==> config.mk <==
export PLATFORM = sky130hd
export DESIGN_NAME = mem_stage_rx
export DESIGN_NICKNAME = d
export VERILOG_FILES = /design/src/rtl/mem_stage_rx.sv
export SDC_FILE = /design/constraint.sdc
export NUM_CORES = 1
export LEC_CHECK = 0
export CORE_ASPECT_RATIO = 1.1
export CORE_MARGIN = 5
export CORE_UTILIZATION = 48
export CTS_CLUSTER_DIAMETER = 60
export CTS_CLUSTER_SIZE = 10
export DETAILED_ROUTE_END_ITERATION = 16
export PLACE_DENSITY = 0.85
export SLEW_MARGIN = 20
export SYNTH_ARGS = -nofsm -noshare
export SYNTH_HDL_FRONTEND = slang
export SYNTH_SLANG_ARGS = --single-unit
==> constraint.sdc <==
create_clock -name clk -period 5.9 [get_ports clk]
set_input_delay 0.885 -clock clk [delete_from_list [all_inputs] [get_ports clk]]
set_output_delay 0.885 -clock clk [all_outputs]
set_load 0.02 [all_outputs]
==> src/rtl/mem_stage_rx.sv <==
// Memory-access pipeline stage: waits for load responses, extends/aligns load data,
// buffers one response across write-back stalls and drops responses orphaned by a flush.
//
// state  | meaning
// IDLE   | no load response outstanding
// WAIT   | load in stage, response not yet returned
// HOLD   | response captured in buf_r, write-back stalled
// CANCEL | flushed load still has a response in flight; discard it
module mem_stage_rx #(
    parameter int PT_WD = 82
) (
    input  logic                clk,
    input  logic                resetn,
    input  logic                es_to_ms_valid,
    input  logic [PT_WD+75:0]   es_to_ms_bus,
    output logic                ms_allowin,
    output logic                ms_to_ws_valid,
    output logic [PT_WD+69:0]   ms_to_ws_bus,
    input  logic                ws_allowin,
    input  logic                data_sram_data_ok,
    input  logic [31:0]         data_sram_rdata,
    input  logic                ws_flush_pipe,
    output logic [38:0]         ms_to_ds_bus
);

    typedef enum logic [1:0] {IDLE, WAIT, HOLD, CANCEL} st_t;

    st_t                st;
    logic               ms_valid;
    logic [PT_WD+75:0]  bus_r;
    logic [31:0]        buf_r;

    logic [PT_WD-1:0]   pt;
    logic               mem_req;
    logic [2:0]         ld_op;
    logic [1:0]         addr_lo;
    logic               gr_we;
    logic [4:0]         dest;
    logic [31:0]        alu_result;
    logic [31:0]        pc;

    logic               ms_ready_go;
    logic               accept;
    logic               acc_load;
    logic [31:0]        ld_data;
    logic [7:0]         ld_byte;
    logic [15:0]        ld_half;
    logic [31:0]        ld_ext;
    logic [31:0]        final_result;
    logic               fwd_we;
    logic               fwd_busy;

    assign {pt, mem_req, ld_op, addr_lo, gr_we, dest, alu_result, pc} = bus_r;

    assign ms_ready_go = !mem_req || (st == WAIT && data_sram_data_ok) || st == HOLD;
    assign ms_allowin  = !ms_valid || (ms_ready_go && ws_allowin);
    assign accept      = es_to_ms_valid && ms_allowin && !ws_flush_pipe;
    assign acc_load    = accept && es_to_ms_bus[75];

    assign ms_to_ws_valid = ms_valid && ms_ready_go && !ws_flush_pipe;

    always_comb begin
        ld_data = (st == HOLD) ? buf_r : data_sram_rdata;
        case (addr_lo)
            2'd0:    ld_byte = ld_data[7:0];
            2'd1:    ld_byte = ld_data[15:8];
            2'd2:    ld_byte = ld_data[23:16];
            default: ld_byte = ld_data[31:24];
        endcase
        ld_half = addr_lo[1] ? ld_data[31:16] : ld_data[15:0];
        case (ld_op)
            3'b001:  ld_ext = {{24{ld_byte[7]}}, ld_byte};
            3'b010:  ld_ext = {{16{ld_half[15]}}, ld_half};
            3'b011:  ld_ext = {24'd0, ld_byte};
            3'b100:  ld_ext = {16'd0, ld_half};
            default: ld_ext = ld_data;
        endcase
        final_result = mem_req ? ld_ext : alu_result;
    end

    assign fwd_we       = ms_valid && gr_we;
    assign fwd_busy     = fwd_we && mem_req && !ms_ready_go;
    assign ms_to_ds_bus = {fwd_we, fwd_busy, dest, final_result};
    assign ms_to_ws_bus = {pt, gr_we, dest, final_result, pc};

    always_ff @(posedge clk or negedge resetn) begin
        if (!resetn) begin
            ms_valid <= 1'b0;
            bus_r    <= '0;
            buf_r    <= 32'd0;
            st       <= IDLE;
        end else begin
            if (ws_flush_pipe)
                ms_valid <= 1'b0;
            else if (ms_allowin)
                ms_valid <= es_to_ms_valid;

            if (accept)
                bus_r <= es_to_ms_bus;

            case (st)
                IDLE: begin
                    // A response racing its own load into the stage is parked until it arrives.
                    if (data_sram_data_ok && acc_load) begin
                        st    <= HOLD;
                        buf_r <= data_sram_rdata;
                    end else if (acc_load) begin
                        st <= WAIT;
                    end
                end
                WAIT: begin
                    if (ws_flush_pipe) begin
                        st <= data_sram_data_ok ? IDLE : CANCEL;
                    end else if (data_sram_data_ok) begin
                        if (ws_allowin) begin
                            st <= acc_load ? WAIT : IDLE;
                        end else begin
                            st    <= HOLD;
                            buf_r <= data_sram_rdata;
                        end
                    end
                end
                HOLD: begin
                    if (ws_flush_pipe)
                        st <= IDLE;
                    else if (ws_allowin)
                        st <= acc_load ? WAIT : IDLE;
                end
                default: begin
                    // Stale response consumed; a load accepted meanwhile now starts waiting.
                    if (data_sram_data_ok)
                        st <= (acc_load || (ms_valid && mem_req && !ws_flush_pipe)) ? WAIT : IDLE;
                end
            endcase
        end
    end

    a_no_spurious_data_ok: assert property (
        @(posedge clk) disable iff (!resetn)
        (data_sram_data_ok && st == IDLE) |-> acc_load
    );

endmodule

### Word-level counts from Yosys, hierarchy flattened

Cells that the tools add are included.

| storage, ports and cells | value |
|---|---|
| logic and storage cells | 71 |
| input port bits | 196 |
| flip-flop bits (word level) | 193 |
| output and inout bits | 193 |

| cells by class | value |
|---|---|
| reduce and logical (&&, ||, !) cells | 28 |
| equal/unequal tests | 15 |
| multiplexer cells | 24 |

Operator list:

| cell | number |
|---|---|
| two-way mux 32 bit | 6 |
| case mux 32 bit (4 select lines) | 1 |
| case mux 32 bit (2 select lines) | 1 |
| case mux 8 bit (3 select lines) | 1 |
| two-way mux 2 bit | 9 |
| two-way mux 16 bit | 1 |
| logical AND 1 bit | 13 |
| inequality test 3 bit, second input constant | 3 |
| inequality test 2 bit, second input constant | 4 |
| equality test 3 x 2 -> 1 bit, second input constant | 2 |
| case mux 2 bit (3 select lines) | 1 |
| AND reduction 5 bit | 1 |
| equality test 2 x 1 -> 1 bit, second input constant | 2 |
| equality test 2 bit, second input constant | 2 |
| logical NOT 1 bit | 4 |
| logical NOT 2 bit | 2 |
| logical OR 1 bit | 4 |
| two-way mux 1 bit | 4 |
| AND reduction 4 bit | 1 |
| nonzero test 2 bit | 2 |
| nonzero test 4 bit | 1 |
| equality test 3 x 1 -> 1 bit, second input constant | 1 |
| equality test 3 bit, second input constant | 1 |

### Longest topological paths before layout

Gate-level depths: netlist of the first run.

| logic depth | value |
|---|---|
| word-level depth | 14 |
| gate-level depth with buffers | 9 |
| mapped depth without buffers | 5 |

### Least setup slack after synthesis of the first run

OpenSTA, ideal clock, no wires.

| path | value |
|---|---|
| kind | input to output |
| start point | in data_sram_rdata[7] |
| end point | out ms_to_ws_bus[54] |
| path buffers | 2 |
| stages | 6 |
| data arrival time | 2387 ps |
| setup slack | 2628 ps |
| cell sequence | mux4_2 a22o_1 a31oi_4 buf_6 a31oi_2 buf_4 |

| between the ends | value |
|---|---|
| word-level cells in the longest chain between the ends | 4 |

Ends and longest elaborated chain:

| element | RTL line | source |
|---|---|---|
| from (decl) | 21 | `input logic [31:0] data_sram_rdata,` |
| two-way mux 32 bit | 63 | `ld_data = (st == HOLD) ? buf_r : data_sram_rdata;` |
| case mux 8 bit (3 select lines) | 64 | `case (addr_lo)` |
| case mux 32 bit (4 select lines) | 71 | `case (ld_op)` |
| two-way mux 32 bit | 78 | `final_result = mem_req ? ld_ext : alu_result;` |
| to (decl) | 18 | `output logic [PT_WD+69:0] ms_to_ws_bus,` |

Every way passes these cells.

### Worst setup path in the final report of the first run

| path | value |
|---|---|
| start point | in data_sram_rdata[31] |
| end point | out ms_to_ds_bus[8] |

| between the ends | value |
|---|---|
| word-level cells in the longest chain between the ends | 4 |

Ends and longest elaborated chain:

| element | RTL line | source |
|---|---|---|
| two-way mux 32 bit | 63 |  |
| case mux 8 bit (3 select lines) | 64 |  |
| case mux 32 bit (4 select lines) | 71 |  |
| two-way mux 32 bit | 78 |  |
| to (decl) | 23 | `output logic [38:0] ms_to_ds_bus` |

Every way passes these cells.

==> flow_summary.toml, run 1 <==
[synth]
async_reset_ff_frac = 1.000
ys_seq_area_frac = 0.4834
yosys.area.top_type_share = 0.4834
yosys_register_bits = 193
ys.flop_type = "dfrtp_1"
synth_warnings = 0
synth_area_leaders = "dfrtp_1 (48%), mux2_2 (13%), buf_4 (12%), mux2_1 (8.2%), mux2i_1 (2.7%)"
yosys.cell_types.count = 45
synth_area_per_cell_um2 = 11.99
syn_nets = 1029
syn_area_um2 = 9991
synth_edf_count = 0
syn_inst = 833
yosysMostFrequentCell = "dfrtp_1"
synth_top_area_cell = "dfrtp_1"
synth.top_cells.by_count = "dfrtp_1 (193), buf_4 (166), mux2_2 (115)"

[die]
row_count = 55
die_height_um = 161.3
die_x_um = 147.6
die_area_um2 = 23800
ios = 389
start_util = 0.4872
core_um2 = 20510

[power_and_ir_drop]
irDropWorstVdd_v = 0.0002135
p_leak_nw = 5.472
power_density_nw_per_um2 = 437.8

[global_routing]
grt_pass1_wl_mm = 43.04
gr-usage-all-layers = 0.2348
overflow = 0
antenna_found_initial = 2
grt_max_degree = 117
grt_pass1_vias = 7564

[clock_network]
cts_hold_buf = 0
post-cts-setup-buffers = 0
cts_sinks = 193
cts_tree = "built"
cts.repair.resized = 0
clkTransAtPathRegs_ps = 80
clock_path_buffers = 2
htree_levels = 4
root_buffer = "clkbuf_16"
clk-insertion-delay-late_ps = 430
numCtsBuffers = 17

[sta]
period_minus_slack_ps = 4395
fin_worst_skew_ps = 13.80
tns_ps = 0
rsz0062_at_grt = "false"
tightest_slew_ps = 1022
drv_slew = 0
slew_headroom = 0.3181
period_share = 0.7449
hold_ws_ps = 461.4
max_freq_mhz = 227.5
setup_viol = 0
worst_slack_ps = 1505
hold_violations = 0

[worst_setup_path]
slowest_stage = "clkdlybuf4s50_1"
max_stage_delay_ps = 600
path_buf_inv = 2
reg2reg_slack_ps = 3220
path_depth = 6
path_delay_family = "buffers and inverters"
crit_chain = "clkdlybuf4s50_1 -> mux4_2 -> a22o_1 -> nor2_1 -> a21oi_1 -> clkdlybuf4s50_1"
worst_ep_required_time_ps = 5020
cpMostUsedCell = "clkdlybuf4s50_1"
critPathArrivalTime_ps = 3510
regToRegStartpoint = "st[0]"
start_kind = "primary input"
end_kind = "primary output"
crit_type = "in2out"
crit_fanout = 7
worst-r2r-cell-count = 6
regToRegEndpoint = "bus_r[104]"
critPathLaunch = "data_sram_rdata[31]"

[outcome]
outcome = "complete, no violations"

[finish]
layout-drive-gt1-share = 0.1781
fill_cells = 1603
syn2layout_area_growth_pct = 34.36
final_nets = 1244
n_antenna_cell = 0
fin_area_um2 = 13420

[placement]
numPortBuffers = 388
place.gp.congestion = 0.8062
postPlaceCellArea_um2 = 12870
dp_hpwl_mm = 22.08
place_ws_ps = 1471

[detailed_routing]
first_pass_iters = 5
drt-total-wl_mm = 28.38
wl_per_cell_um = 21.55
antenna_left = 0
drc_errors = 0
first_iter_violations = 335
viasPerCell = 5.256
vias = 6922

[worst_hold_path]
holdCritPathClass = "in2async"

[job]
maxCapViolations = 0
registers in the layout, summed over array words and instances, names as in the netlist:
register,cells
buf_r,32
bus_r,158
ms_valid,1
st,2
how the worst max path moves through the flow:
stage                     slack, ps               end
after global placement         1520  ms_to_ws_bus[40]
after detailed placement       1470   ms_to_ds_bus[8]
after CTS                      1430   ms_to_ds_bus[8]
final                          1510   ms_to_ds_bus[8]
after floorplan                2630  ms_to_ws_bus[54]
after global routing           1320   ms_to_ds_bus[8]
power breakdown:
| part | internal (W) | switching [W] |
|---|---|---|
| logic | 0.00138 | 0.00142 |
| clock network | 0.000578 | 0.000537 |
| registers | 0.00172 | 0.000245 |
cells in the final DEF (no fill, tap or decap), types with 2 or more instances in the layout:
| master | instances |
|---|---|
| clkbuf_8 | 3 |
| a31oi_1 | 6 |
| nor2_1 | 51 |
| a21oi_1 | 45 |
| clkbuf_1 | 3 |
| o32ai_1 | 2 |
| nor3_1 | 8 |
| nor3b_1 | 2 |
| a31oi_2 | 10 |
| o22a_1 | 6 |
| dfrtp_1 | 193 |
| and2_1 | 3 |
| buf_4 | 8 |
| inv_8 | 3 |
| nand2b_1 | 3 |
| or2_2 | 16 |
| mux2_1 | 73 |
| clkbuf_16 | 17 |
| inv_6 | 3 |
| nand3_1 | 5 |
| mux2_2 | 115 |
| o2bb2ai_1 | 6 |
| inv_1 | 5 |
| clkinvlp_4 | 2 |
| clkinv_4 | 2 |
| mux2i_1 | 27 |
| o21ai_0 | 13 |
| xor2_1 | 2 |
| mux4_2 | 3 |
| nand2_1 | 17 |
| clkdlybuf4s50_1 | 387 |
| nand3b_1 | 4 |
area by class of cell:
| class | count | area [µm²] | area share |
|---|---|---|---|
| clock buffer | 22 | 464.2 | 0.03458 |
| clock inverter | 10 | 92.59 | 0.006897 |
| inverter | 5 | 18.77 | 0.001398 |
| multi-input combinational | 434 | 3731 | 0.2779 |
| sequential | 193 | 4830 | 0.3598 |
| tap | 256 | 320.3 | 0.02386 |
| timing repair buffer | 397 | 3968 | 0.2956 |
routing by layer:
metal / part of all wire / vias to the layer above / track usage
li1: - / 3159 / -
met1: 0.35 / 3383 / 0.2471
met2: 0.51 / 332 / 0.4210
met3: 0.10 / 44 / 0.09456
met4: 0.033 / 4 / 0.08729
met5: 0.00085 / - / 0
cells by family after synthesis:
logic type / Yosys count / share of synthesized area
mux: 218 / 0.2457
buf+inv: 206 / 0.1443
flops: 193 / 0.4834
simple gates: 115 / 0.05535
compound gates: 98 / 0.06863
xor+xnor: 3 / 0.002630
through the flow:
stage | power (W) | instances | util
after CTS | 0.005932 | 1317 | 0.6546
final | 0.005877 | 1317 | 0.6546
after global routing | 0.006176 | 1317 | 0.6546
after global placement | 0.004726 | 1285 | 0.6275
after floorplan | 0.003912 | 833 | -
after detailed placement | 0.004807 | 1285 | 0.6275
(Power assumes the default switching activity.)
==> inputs of run 2 (changes only) <==
Settings changed: CORE_UTILIZATION 48 to 45, PLACE_DENSITY 0.85 to 0.8.
Clock period 5.9 ns to 4.57 ns, I/O delays scaled along.
==> run 2 against run 1 <==
Net effect: sequential cell count unchanged; critical path type is now reg2out; clock skew grew 0.65 ps; first-iteration DRC count down 53%.
==> flow_summary.toml, run 2 (synthesis gave the netlist of run 1 again) <==
[die]
die_area_um2 = 25290
start_util = 0.4548
ios = 389
row_count = 57
die_height_um = 166.3
die_x_um = 152.1
core_um2 = 21970

[global_routing]
grt_max_degree = 93
gr-usage-all-layers = 0.2116
antenna_found_initial = 2
overflow = 0
grt_pass1_vias = 7593
grt_pass1_wl_mm = 42.50

[clock_network]
cts.repair.resized = 0
clkTransAtPathRegs_ps = 80
numCtsBuffers = 17
cts_hold_buf = 0
post-cts-setup-buffers = 0
cts_sinks = 193
root_buffer = "clkbuf_16"
htree_levels = 4
clk-insertion-delay-late_ps = 430
cts_tree = "built"
clock_path_buffers = 2

[worst_setup_path]
worst-r2r-cell-count = 5
slowest_stage = "clkdlybuf4s50_1"
path_buf_inv = 1
crit_chain = "nor2b_4 -> mux4_2 -> a22o_1 -> a31oi_4 -> a31oi_1 -> clkdlybuf4s50_1"
end_kind = "primary output"
crit_fanout = 16
max_stage_delay_ps = 600
critPathArrivalTime_ps = 3620
crit_type = "reg2out"
regToRegEndpoint = "bus_r[106]"
path_delay_family = "compound AO/OA/AOI/OAI gates"
reg2reg_slack_ps = 2030
regToRegStartpoint = "bus_r[75]"
start_kind = "flip-flop"
worst_ep_required_time_ps = 3880

[placement]
numPortBuffers = 388
place.gp.congestion = 0.8375
dp_hpwl_mm = 20.65

[power_and_ir_drop]
power_frac_clock = 0.200
power_density_nw_per_um2 = 562.6
irDropWorstVdd_v = 0.0002755
p_leak_nw = 5.516
netSwitchingPower_w = 0.002818
p_int_w = 0.004815
seqPwrFrac = 0.333
power.total_w = 0.007633
power_frac_comb = 0.467
switching_share = 0.3692

[detailed_routing]
first_pass_iters = 4
vias = 6896
antenna_left = 0
drt-total-wl_mm = 26.77
first_iter_violations = 159
viasPerCell = 5.074
drc_errors = 0
wl_per_cell_um = 19.70

[sta]
max_freq_mhz = 232.5
period_minus_slack_ps = 4301
setup_viol = 0
tns_ps = 0
hold_violations = 0
tightest_slew_ps = 981.8
drv_slew = 0
slew_headroom = 0.3447
rsz0062_at_grt = "false"
period_share = 0.9412
fin_worst_skew_ps = 14.45

[finish]
mostFrequentLayoutCell = "clkdlybuf4s50_1"
largestRegisters = "bus_r: 158 flops, buf_r: 32 flops, st: 2 flops"
final_cell_mix = "clkdlybuf4s50_1 (387), dfrtp_1 (193), mux2_2 (115)"
final_nets = 1245
fill_cells = 1807
syn2layout_area_growth_pct = 35.79
layout-drive-gt1-share = 0.1808
top_register = "bus_r"
fin_util = 0.6176
largest_reg_flops = 158

[worst_hold_path]
holdCritPathClass = "in2async"

[outcome]
outcome = "complete, no violations"

[job]
maxCapViolations = 0
==> run 2: how the worst max path moves through the flow <==
stage,depth (start not counted),end,slack (ps),from
after floorplan,9,ms_to_ws_bus[32],1640,st[0]
after global placement,6,ms_to_ws_bus[48],620,data_sram_rdata[15]
after detailed placement,6,ms_to_ws_bus[48],580,data_sram_rdata[15]
after CTS,6,ms_to_ws_bus[48],200,st[0]
after global routing,6,ms_to_ws_bus[48],40,st[1]
final,6,ms_to_ws_bus[48],270,st[0]
==> run 2: metal layers <==
metal,vias up,track usage,routed length [µm]
li1,3164,-,-
met1,3398,0.2345,10350
met2,301,0.3766,13610
met3,33,0.08236,2251
met4,0,0.06177,553
met5,-,0,0
==> run 2: through the flow <==
| step | hold WS [ps] | setup WS, ps | instance area, µm² | instances |
|---|---|---|---|---|
| CTS | 285.7 | 197.6 | 13560 | 1357 |
| detailed placement | 474.0 | 581.2 | 12950 | 1325 |
| global route | 298.3 | 40.15 | 13570 | 1359 |
| global placement | 465.6 | 624.1 | 12950 | 1325 |
| finish | 255.8 | 268.7 | 13570 | 1359 |
| floorplan | 389.9 | 1639 | 9991 | 833 |
==> run 2: cell type report <==
type,instances,area [µm²],share of cell area
Multi-Input combinational cell,434,3731,0.2750
Tap cell,295,369.1,0.02721
Sequential cell,193,4830,0.3560
Clock inverter,13,170.2,0.01254
Inverter,5,18.77,0.001383
Timing Repair Buffer,398,4000,0.2948
Antenna cell,2,5.005,0.0003689
Clock buffer,19,442.9,0.03265
==> run 2: power groups by stage <==
stage	Sequential (W)	Clock [W]	Combinational, W
floorplan	0.00245	0	0.00260
global placement	0.00254	0	0.00354
detailed placement	0.00258	0	0.00359
CTS	0.00255	0.00158	0.00360
global route	0.00262	0.00166	0.00379
finish	0.00254	0.00152	0.00356
==> inputs of run 3 (changes only) <==
Settings changed: ABC_AREA from default to 1, HOLD_SLACK_MARGIN from default to 0.05, PLACE_DENSITY 0.8 to 0.79.
==> run 3 against run 2 <==
Net effect: routed wire length rose by 27%; combinational power shrank 12%; synthesized cell count up 66%; largest power group unchanged.
==> flow_summary.toml, run 3 <==
[clock_network]
post-cts-setup-buffers = 0
htree_levels = 4
clk-insertion-delay-late_ps = 440
cts_tree = "built"
clock_path_buffers = 2
cts.repair.resized = 0
root_buffer = "clkbuf_16"
cts_hold_buf = 0
clkTransAtPathRegs_ps = 90
numCtsBuffers = 17
cts_sinks = 193

[power_and_ir_drop]
netSwitchingPower_w = 0.002811
switching_share = 0.3992
power_density_nw_per_um2 = 504.6
p_leak_nw = 6.998
power_frac_comb = 0.443
p_int_w = 0.004231
seqPwrFrac = 0.335
irDropWorstVdd_v = 0.0002338
power_frac_clock = 0.222

[worst_setup_path]
start_kind = "flip-flop"
cpMostUsedCell = "nand2_1"
worst_ep_required_time_ps = 3880
critPathArrivalTime_ps = 3360
crit_type = "reg2out"
path_buf_inv = 3
reg2reg_slack_ps = 1690
slowest_stage = "clkdlybuf4s50_1"
crit_fanout = 37
end_kind = "primary output"
max_stage_delay_ps = 690
path_delay_family = "simple AND/OR/NAND/NOR gates"
crit_chain = "inv_2 -> nand2_2 -> buf_4 -> nand2_1 -> o211ai_2 -> nand2_1 -> nand2_1 -> nand3_2 -> nand3_1 -> nand2_1 -> nand2_1 -> clkdlybuf4s50_1"

[detailed_routing]
antenna_left = 0
drt-total-wl_mm = 33.93
drc_errors = 0
viasPerCell = 4.851
first_iter_violations = 553
first_pass_iters = 5
wl_per_cell_um = 17.92
vias = 9183

[synth]
yosys.area.top_type_share = 0.4577
synth_area_leaders = "dfrtp_1 (46%), nand2_1 (24%), buf_4 (12%), inv_1 (2.6%), buf_6 (2.1%)"
synth_top_family_by_area = "simple AND/OR/NAND/NOR gates"
syn_inst = 1382
synth.top_cells.by_count = "nand2_1 (687), dfrtp_1 (193), buf_4 (163)"
muxShareOfSynthArea = 0.0009485
synth_compound_area_frac = 0.06023
ys.flop_type = "dfrtp_1"
yosys.area_share.simple = 0.2990
syn_area_um2 = 10550
synth_xor_xnor_area_share = 0
yosysMostFrequentCell = "nand2_1"
synth_edf_count = 0
synth_area_per_cell_um2 = 7.636
syn_nets = 1578
synth_warnings = 0
synth_top_area_cell = "dfrtp_1"
async_reset_ff_frac = 1.000
synth_adder_area_share = 0
ys_seq_area_frac = 0.4577
yosys_register_bits = 193
yosys.cell_types.count = 33

[placement]
numPortBuffers = 388
postPlaceCellArea_um2 = 13310
dp_hpwl_mm = 25.26
dp_cells = 1859
place.gp.congestion = 0.9989

[finish]
final_cells = 1893
final_nets = 1775
seqCellArea_um2 = 4830
fin_area_um2 = 13960
multi_input_area_um2 = 3815
fill_cells = 2078
fin_util = 0.6067
syn2layout_area_growth_pct = 32.25
top_register = "bus_r"
layout-drive-gt1-share = 0.06156
final_cell_mix = "nand2_1 (687), clkdlybuf4s50_1 (387), dfrtp_1 (193)"
mostFrequentLayoutCell = "nand2_1"
largest_reg_flops = 158
largestRegisters = "bus_r: 158 flops, buf_r: 32 flops, st: 2 flops"

[sta]
max_freq_mhz = 247.0
hold_violations = 0
drv_slew = 0
period_share = 0.8861
tightest_slew_ps = 884.3
setup_viol = 0
rsz0062_at_grt = "false"
fin_worst_skew_ps = 19.27
slew_headroom = 0.4105
tns_ps = 0
period_minus_slack_ps = 4049

[die]
start_util = 0.4587
die_height_um = 170.6
die_x_um = 156.0
row_count = 58
ios = 389
die_area_um2 = 26620
core_um2 = 23000

[worst_hold_path]
holdCritPathClass = "in2async"

[global_routing]
grt_pass1_vias = 9241
grt_max_degree = 130
grt_pass1_wl_mm = 52.48
antenna_found_initial = 4
overflow = 0
gr-usage-all-layers = 0.2520

[outcome]
outcome = "complete, no violations"

[job]
maxCapViolations = 0
[run 3: cell types whose count changed after synthesis, sizes merged, moves of 23 or more]
| cell | previous run | this run |
|---|---|---|
| nand2 | 17 | 691 |
| mux2 | 188 | 0 |
| inv | 5 | 77 |
| o21ai | 13 | 83 |
| a21oi | 45 | 11 |
| mux2i | 27 | 1 |
| buf | 188 | 212 |
| nor2 | 51 | 28 |
[run 3: cell families after synthesis]
| family | after synthesis |
|---|---|
| buffers and inverters | 300 |
| and+or+nand+nor | 785 |
| muxes | 1 |
| AOI/OAI and AO/OA | 103 |
| DFF | 193 |
[run 3: layout make-up]
cell class	count	area share
clock inverter	14	0.01336
multi-input combinational	889	0.2734
antenna	1	0.0001793
tap	300	0.02690
sequential	193	0.3461
clock buffer	18	0.03075
timing repair buffer	399	0.2878
inverter	79	0.02161
[run 3: routing by layer]
layer	GRT usage	wire (µm)	up-vias
met5	0	41	-
met4	0.09288	1171	6
met3	0.08803	3559	66
met2	0.4217	16230	437
met1	0.3006	12930	4228
li1	-	-	4446
[run 3: path summary, 6_finish.rpt]
kind,cells after the start,endpoint,from
max,12,ms_to_ds_bus[8],st[0]
min,1,buf_r[9],resetn
max reg2reg,11,bus_r[128],st[0]
min reg2reg,2,bus_r[56],bus_r[56]
max in group asynchronous,2,bus_r[85],resetn
min in group clk,2,bus_r[56],bus_r[56]
[run 3: stage by stage]
stage / hold slack [ps] / setup slack (ps) / total power, W
6_report: 176.9 / 520.7 / 0.007042
5_1_grt: 201.5 / 260.1 / 0.007444
4_1_cts: 458.8 / 538.7 / 0.007088
3_5_place_dp: 457.8 / 818.7 / 0.005505
3_3_place_gp: 454.6 / 861.7 / 0.005459
2_1_floorplan: 389.9 / 1948 / 0.004489
[run 3: worst reg2reg max path: cells and delay by family (launching register included)]
| kind | cells | cell delay [ps] |
|---|---|---|
| buffers and inverters | 4 | 1450 |
| AND/OR/NAND/NOR | 7 | 910 |
| flip-flops | 1 | 460 |
[run 3: power groups by stage]
| stage | Combinational, W | Sequential, W | Clock, W |
|---|---|---|---|
| after global routing | 0.00337 | 0.00241 | 0.00166 |
| final | 0.00312 | 0.00236 | 0.00156 |
| after detailed placement | 0.00312 | 0.00238 | 0 |
| after global placement | 0.00310 | 0.00236 | 0 |
| after CTS | 0.00314 | 0.00236 | 0.00160 |
| after floorplan | 0.00218 | 0.00231 | 0 |
